File: src/rtl/video_pix_shift_if.sv
// Bus between the fetch stage, pixel serializer and palette mux.
// The serializer uses the slave modport; the driving side uses master.
interface video_pix_shift_if;
   logic [1:0]  mode;
   logic [3:0]  palsel;
   logic        fetch_stb;
   logic [31:0] fetch_data;
   logic        pix_stb;
   logic        line_start;
   logic        flash_ph;
   logic [7:0]  pix_index;
   logic        pix_valid;
   logic        underrun;
   logic        overrun;

   modport master (
      output mode, palsel, fetch_stb, fetch_data, pix_stb, line_start, flash_ph,
      input  pix_index, pix_valid, underrun, overrun
   );

   modport slave (
      input  mode, palsel, fetch_stb, fetch_data, pix_stb, line_start, flash_ph,
      output pix_index, pix_valid, underrun, overrun
   );
endinterface

File: src/rtl/video_pix_shift.sv
// Pixel serializer: one-word hold buffer feeding a shifter that emits 4bpp/8bpp/ZX palette indices.
// Optional ZX flash (ink/paper swap on attr[7] & flash_ph) enabled by defining VIDEO_SHIFT_FLASH_EN.
module video_pix_shift (
   input  logic               clk,
   input  logic               rst,
   video_pix_shift_if.slave   vif
);

   localparam logic [1:0] MODE_4BPP = 2'd0;
   localparam logic [1:0] MODE_8BPP = 2'd1;
   localparam logic [1:0] MODE_ZX   = 2'd2;

   logic [31:0] hold_data_reg, hold_data_next;
   logic        hold_full_reg, hold_full_next;
   logic [31:0] sh_data_reg, sh_data_next;
   logic [1:0]  sh_mode_reg, sh_mode_next;
   logic [4:0]  sh_cnt_reg, sh_cnt_next;
   logic [7:0]  pix_index_reg, pix_index_next;
   logic        pix_valid_reg, pix_valid_next;
   logic        underrun_reg, underrun_next;
   logic        overrun_reg, overrun_next;

   logic        sh_empty;
   logic        load;
   logic [31:0] src_data;
   logic [1:0]  src_mode;
   logic [3:0]  src_idx;
   logic [7:0]  pix_sel;
   logic        flash_on;

   logic [3:0]  nib_tab  [8];
   logic [7:0]  byte_tab [4];
   logic [7:0]  zx_tab   [16];

   function automatic logic [4:0] pix_per_word(input logic [1:0] m);
      case (m)
         MODE_4BPP: pix_per_word = 5'd8;
         MODE_8BPP: pix_per_word = 5'd4;
         MODE_ZX:   pix_per_word = 5'd16;
         default:   pix_per_word = 5'd0;
      endcase
   endfunction

`ifdef VIDEO_SHIFT_FLASH_EN
   assign flash_on = vif.flash_ph;
`else
   logic unused_flash_ph;
   assign unused_flash_ph = vif.flash_ph;
   assign flash_on        = 1'b0;
`endif

   // The pixel source is the hold word on a load cycle, otherwise the word in flight.
   assign sh_empty = (sh_cnt_reg == 5'd0);
   assign load     = vif.pix_stb && sh_empty && hold_full_reg && (vif.mode != 2'd3);
   assign src_data = load ? hold_data_reg : sh_data_reg;
   assign src_mode = load ? vif.mode : sh_mode_reg;
   assign src_idx  = load ? 4'd0 : 4'(pix_per_word(sh_mode_reg) - sh_cnt_reg);

   genvar gi;
   generate
      for (gi = 0; gi < 8; gi++) begin : g_nib
         // Even pixels take the high nibble of their byte.
         assign nib_tab[gi] = src_data[(gi / 2) * 8 + ((gi % 2 == 0) ? 4 : 0) +: 4];
      end

      for (gi = 0; gi < 4; gi++) begin : g_byte
         assign byte_tab[gi] = src_data[gi * 8 +: 8];
      end

      for (gi = 0; gi < 16; gi++) begin : g_zx
         localparam int GRP = gi / 8;
         localparam int BIT = 7 - (gi % 8);
         logic [7:0] attr;
         logic       dot;
         logic       swap;
         assign attr       = src_data[16 + GRP * 8 +: 8];
         assign dot        = src_data[GRP * 8 + BIT];
         assign swap       = attr[7] & flash_on;
         assign zx_tab[gi] = {vif.palsel, attr[6], (dot ^ swap) ? attr[2:0] : attr[5:3]};
      end
   endgenerate

   always_comb begin
      pix_sel = 8'h00;
      case (src_mode)
         MODE_4BPP: pix_sel = {vif.palsel, nib_tab[src_idx[2:0]]};
         MODE_8BPP: pix_sel = byte_tab[src_idx[1:0]];
         MODE_ZX:   pix_sel = zx_tab[src_idx];
         default:   pix_sel = 8'h00;
      endcase
   end

   always_comb begin
      hold_data_next = hold_data_reg;
      hold_full_next = hold_full_reg;
      sh_data_next   = sh_data_reg;
      sh_mode_next   = sh_mode_reg;
      sh_cnt_next    = sh_cnt_reg;
      pix_index_next = pix_index_reg;
      pix_valid_next = pix_valid_reg;
      underrun_next  = underrun_reg;
      overrun_next   = overrun_reg;

      if (vif.line_start) begin
         hold_full_next = 1'b0;
         sh_cnt_next    = 5'd0;
         pix_index_next = 8'h00;
         pix_valid_next = 1'b0;
         underrun_next  = 1'b0;
         overrun_next   = 1'b0;
      end else begin
         if (vif.pix_stb) begin
            if (!sh_empty) begin
               pix_index_next = pix_sel;
               pix_valid_next = 1'b1;
               sh_cnt_next    = sh_cnt_reg - 5'd1;
            end else if (load) begin
               sh_data_next   = hold_data_reg;
               sh_mode_next   = vif.mode;
               sh_cnt_next    = pix_per_word(vif.mode) - 5'd1;
               hold_full_next = 1'b0;
               pix_index_next = pix_sel;
               pix_valid_next = 1'b1;
            end else if (hold_full_reg) begin
               // Reserved mode: the word stays parked until a real mode is selected.
               pix_index_next = 8'h00;
               pix_valid_next = 1'b0;
            end else begin
               pix_index_next = 8'h00;
               pix_valid_next = 1'b0;
               underrun_next  = 1'b1;
            end
         end

         if (vif.fetch_stb) begin
            hold_data_next = vif.fetch_data;
            hold_full_next = 1'b1;
            if (hold_full_reg && !load) begin
               overrun_next = 1'b1;
            end
         end
      end
   end

   always_ff @(posedge clk) begin
      if (rst) begin
         hold_data_reg <= 32'h0;
         hold_full_reg <= 1'b0;
         sh_data_reg   <= 32'h0;
         sh_mode_reg   <= 2'd0;
         sh_cnt_reg    <= 5'd0;
         pix_index_reg <= 8'h00;
         pix_valid_reg <= 1'b0;
         underrun_reg  <= 1'b0;
         overrun_reg   <= 1'b0;
      end else begin
         hold_data_reg <= hold_data_next;
         hold_full_reg <= hold_full_next;
         sh_data_reg   <= sh_data_next;
         sh_mode_reg   <= sh_mode_next;
         sh_cnt_reg    <= sh_cnt_next;
         pix_index_reg <= pix_index_next;
         pix_valid_reg <= pix_valid_next;
         underrun_reg  <= underrun_next;
         overrun_reg   <= overrun_next;
      end
   end

   assign vif.pix_index = pix_index_reg;
   assign vif.pix_valid = pix_valid_reg;
   assign vif.underrun  = underrun_reg;
   assign vif.overrun   = overrun_reg;

endmodule

File: src/flat_wrapper.sv
// flat-port wrapper written by rule: the top's interface ports become plain ports
module video_pix_shift_flat 
  (clk, rst, vif_mode, vif_palsel, vif_fetch_stb, vif_fetch_data, vif_pix_stb, vif_line_start, vif_flash_ph, vif_pix_index, vif_pix_valid, vif_underrun, vif_overrun);
  video_pix_shift_if vif_i ();
  input  logic clk;
  input  logic rst;
  input wire logic [$bits(vif_i.mode)-1:0] vif_mode;
  input wire logic [$bits(vif_i.palsel)-1:0] vif_palsel;
  input wire logic [$bits(vif_i.fetch_stb)-1:0] vif_fetch_stb;
  input wire logic [$bits(vif_i.fetch_data)-1:0] vif_fetch_data;
  input wire logic [$bits(vif_i.pix_stb)-1:0] vif_pix_stb;
  input wire logic [$bits(vif_i.line_start)-1:0] vif_line_start;
  input wire logic [$bits(vif_i.flash_ph)-1:0] vif_flash_ph;
  output wire logic [$bits(vif_i.pix_index)-1:0] vif_pix_index;
  output wire logic [$bits(vif_i.pix_valid)-1:0] vif_pix_valid;
  output wire logic [$bits(vif_i.underrun)-1:0] vif_underrun;
  output wire logic [$bits(vif_i.overrun)-1:0] vif_overrun;
  assign vif_i.mode = vif_mode;
  assign vif_i.palsel = vif_palsel;
  assign vif_i.fetch_stb = vif_fetch_stb;
  assign vif_i.fetch_data = vif_fetch_data;
  assign vif_i.pix_stb = vif_pix_stb;
  assign vif_i.line_start = vif_line_start;
  assign vif_i.flash_ph = vif_flash_ph;
  assign vif_pix_index = vif_i.pix_index;
  assign vif_pix_valid = vif_i.pix_valid;
  assign vif_underrun = vif_i.underrun;
  assign vif_overrun = vif_i.overrun;
  video_pix_shift u_core (.clk(clk), .rst(rst), .vif(vif_i));
endmodule
File: config.mk
export PLATFORM = sky130hd
export DESIGN_NAME = video_pix_shift_flat
export DESIGN_NICKNAME = d
export VERILOG_FILES = /design/src/rtl/video_pix_shift_if.sv /design/src/rtl/video_pix_shift.sv /design/src/flat_wrapper.sv
export SDC_FILE = /design/constraint.sdc
export NUM_CORES = 1
export LEC_CHECK = 0
export CAP_MARGIN = 15
export CELL_PAD_IN_SITES_DETAIL_PLACEMENT = 2
export CELL_PAD_IN_SITES_GLOBAL_PLACEMENT = 2
export CORE_MARGIN = 3
export CORE_UTILIZATION = 34
export CTS_BUF_LIST = sky130_fd_sc_hd__clkbuf_8
export DETAILED_ROUTE_END_ITERATION = 12
export PLACE_DENSITY_LB_ADDON = 0.1
export SYNTH_ARGS = -nofsm -noshare
export SYNTH_HDL_FRONTEND = slang
export SYNTH_SLANG_ARGS = --single-unit
File: constraint.sdc
create_clock -name clk -period 3.9 [get_ports clk]
set_input_delay 0.78 -clock clk [delete_from_list [all_inputs] [get_ports clk]]
set_output_delay 0.78 -clock clk [all_outputs]
set_load 0.01 [all_outputs]
==> flow_metrics.tcl <==
set metrics [dict create \
    critPathArrivalTime_ns 3.28 \
    worstMarginPinSlew_ns 0.673 \
    relSlewSlack 0.551 \
    cts_root_buf "clkbuf_8" \
    coreArea_um2 13300 \
    die_x_um 123 \
    postCtsHoldBufs 0 \
    die_h_um 123 \
    maxCapViolations 0 \
    clock_path_buffers 2 \
    min_period_over_period 0.771 \
    areaGrowthSynthToFinish_pct 18.6 \
    wire_per_inst_um 20.0 \
    syn_nets 629 \
    slew_viol_final 0 \
    outcome "complete, no violations" \
    synth_compound_area_frac 0.191 \
    cts_sinks 83 \
    synth_xor_xnor_area_share 0.00539 \
    grt_first_pass_wirelength_um 25200 \
    synth_area_per_cell_um2 7.98 \
    yosysTopAreaCell "dfxtp_1" \
    critPathMaxFanout 7 \
    ctsResizeCount 0 \
    grt_pass1_vias 4580 \
    startpoint_type "flip-flop" \
    synth_cells 582 \
    vias_per_cell 5.52 \
    gp_congestion 0.869 \
    vdd_ir_drop_max_mv 0.242 \
    yosysMostFrequentCell "nand2_1" \
    fmax_mhz 332 \
    ys.flop_type "dfxtp_1" \
    post_cts_buffers 0 \
    netlist-cell-type-count 54 \
    synth_top_area_share 0.358 \
    overflow 0 \
    power.density_nw_per_um2 343 \
    drc 0 \
    end_kind "flip-flop" \
    setup_violations 0 \
    syn_area_um2 4640 \
    start_util 0.349 \
    cts_tree "yes" \
    leakagePower_nw 1.82 \
    drtAntennaViolNets 0 \
    final_core_util 0.414 \
    dr.first_iter.drc_count 236 \
    async_reset_ff_frac 0 \
    synthAdderAreaFrac 0.00808 \
    finalSetupTns_ns 0 \
    nets 658 \
    yosys.area_share.simple 0.205 \
    hold_viol_final 0 \
    synth_edf_count 0 \
    grt_usage 0.220 \
    synth_top_family_by_area "simple AND/OR/NAND/NOR gates" \
    synth-seq-area-share 0.358 \
    path_clk_slew_ns 0.09 \
    die_area_um2 15100 \
    first_pass_iters 4 \
    via_count 4372 \
    n_fill_cell 1540 \
    min_period_ns 3.01 \
    htreeDepth 3 \
    rsz0062_at_grt "false" \
    skew_ns 0.0145 \
    yosys-top-cells-area "dfxtp_1, nand2_1, a21oi_1" \
    ios 55 \
    synth_warnings 0 \
    antenna_found_initial 0 \
    synth_commonest_cells "nand2_1, a21oi_1, dfxtp_1" \
    rows 42 \
    routed_wl_um 15800 \
    insertion_delay_ns 0.39 \
    crit_type "reg -> reg" \
    numCtsBuffers 9 \
    layout-drive-gt1-share 0.101 \
    n_antenna_cell 0 \
    hold_class "reg -> reg" \
    synth_mux_area_frac 0.183 \
    synth_seq_cells 83 \
    port_buffers 53 \
    cp.required_ns 4.18 \
    grt_max_degree 65 \
    dp_hpwl_um 11800 \
]
-- area by class of cell --
type                    instances  area [um^2]  area share
well taps                     176          220      0.0400
clock buffers                   9          124      0.0225
flip-flops and latches         83         1660       0.302
multi-input cells             444         2760       0.500
inverters                       6         22.5     0.00409
repair buffers                 67          631       0.114
clock inverters                 7         92.6      0.0168
-- metrics by stage --
stage          setup slack (ns)  hold WS (ns)  area, um^2  cells  power (W)
2_1_floorplan              1.14         0.432        4640    582    0.00109
3_3_place_gp              0.639         0.442        5290    776    0.00120
3_5_place_dp              0.606         0.449        5290    776    0.00121
4_1_cts                   0.866         0.463        5510    792    0.00192
5_1_grt                   0.672         0.472        5510    792    0.00199
6_report                  0.892         0.460        5510    792    0.00189
-- layout by cell type (no fill, tap or decap), types with 3 or more instances in the layout --
master           netlist  final
nand2b_1               7      7
o21ai_0               16     16
mux4_2                18     18
a31oi_1                4      4
a211oi_1               9      9
ha_1                   3      3
nor2_1                50     50
mux2_2                 3      3
a21oi_1               84     84
mux2i_1               40     40
clkbuf_8               0      9
nand2_1              147    147
dfxtp_1               83     82
buf_4                  0     14
inv_1                  5      7
o21ai_1                3      3
o211ai_1               4      4
o22ai_1                3      3
a32oi_1                4      4
and3_1                 3      3
nand3_1                5      5
a22oi_1                4      4
clkdlybuf4s50_1        0     52
-- logic make-up (layout without fill, tap and decap cells) --
logic type      after synthesis  count (layout)
flops                        83              83
buf+inv                      55              89
compound gates              148             148
simple gates                229             229
fa+ha+maj                     3               3
xor+xnor                      2               2
mux                          62              62
-- routing by layer --
| metal | track usage | wire length, um | part of all wire | up-vias |
|---|---|---|---|---|
| li1 | - | - | - | 2088 |
| met1 | 0.299 | 7180 | 0.45 | 2185 |
| met2 | 0.359 | 7650 | 0.48 | 81 |
| met3 | 0.0401 | 783 | 0.049 | 18 |
| met4 | 0.0567 | 231 | 0.015 | 0 |
| met5 | 0 | 0 | 0 | - |
-- worst paths after layout --
kind | start | end | slack [ns] | depth (start not counted)
max reg2reg | u_core.sh_mode_reg[0]$_SDFFE_PP0P_ | u_core.vif.pix_index[0]$_SDFFE_PP0P_ | 0.89 | 10
max | u_core.sh_mode_reg[0]$_SDFFE_PP0P_ | u_core.vif.pix_index[0]$_SDFFE_PP0P_ | 0.89 | 10
min reg2reg | u_core.hold_data_reg[12]$_SDFFE_PP0P_ | u_core.sh_data_reg[12]$_SDFFE_PP0P_ | 0.46 | 2
min | u_core.hold_data_reg[12]$_SDFFE_PP0P_ | u_core.sh_data_reg[12]$_SDFFE_PP0P_ | 0.46 | 2
-- critical path, stage by stage (launching register included) --
cell and delay [ns]:
dfxtp_1 0.51, inv_1 0.15, nor2_1 0.17, ha_1 0.20
or3b_4 0.40, a221oi_4 0.33, xor2_2 0.38, nand2_2 0.13
a2111oi_2 0.39, o21a_1 0.19, o21ai_1 0.05
-- where the power goes --
| group | leakage, nW | internal, W | switching (W) | total (W) |
|---|---|---|---|---|
| registers | 0.674 | 0.000869 | 0.0000222 | 0.000891 |
| logic | 1.04 | 0.000130 | 0.000165 | 0.000294 |
| clock network | 0.113 | 0.000361 | 0.000346 | 0.000707 |
No activity file was read; power rests on OpenSTA's default activity.
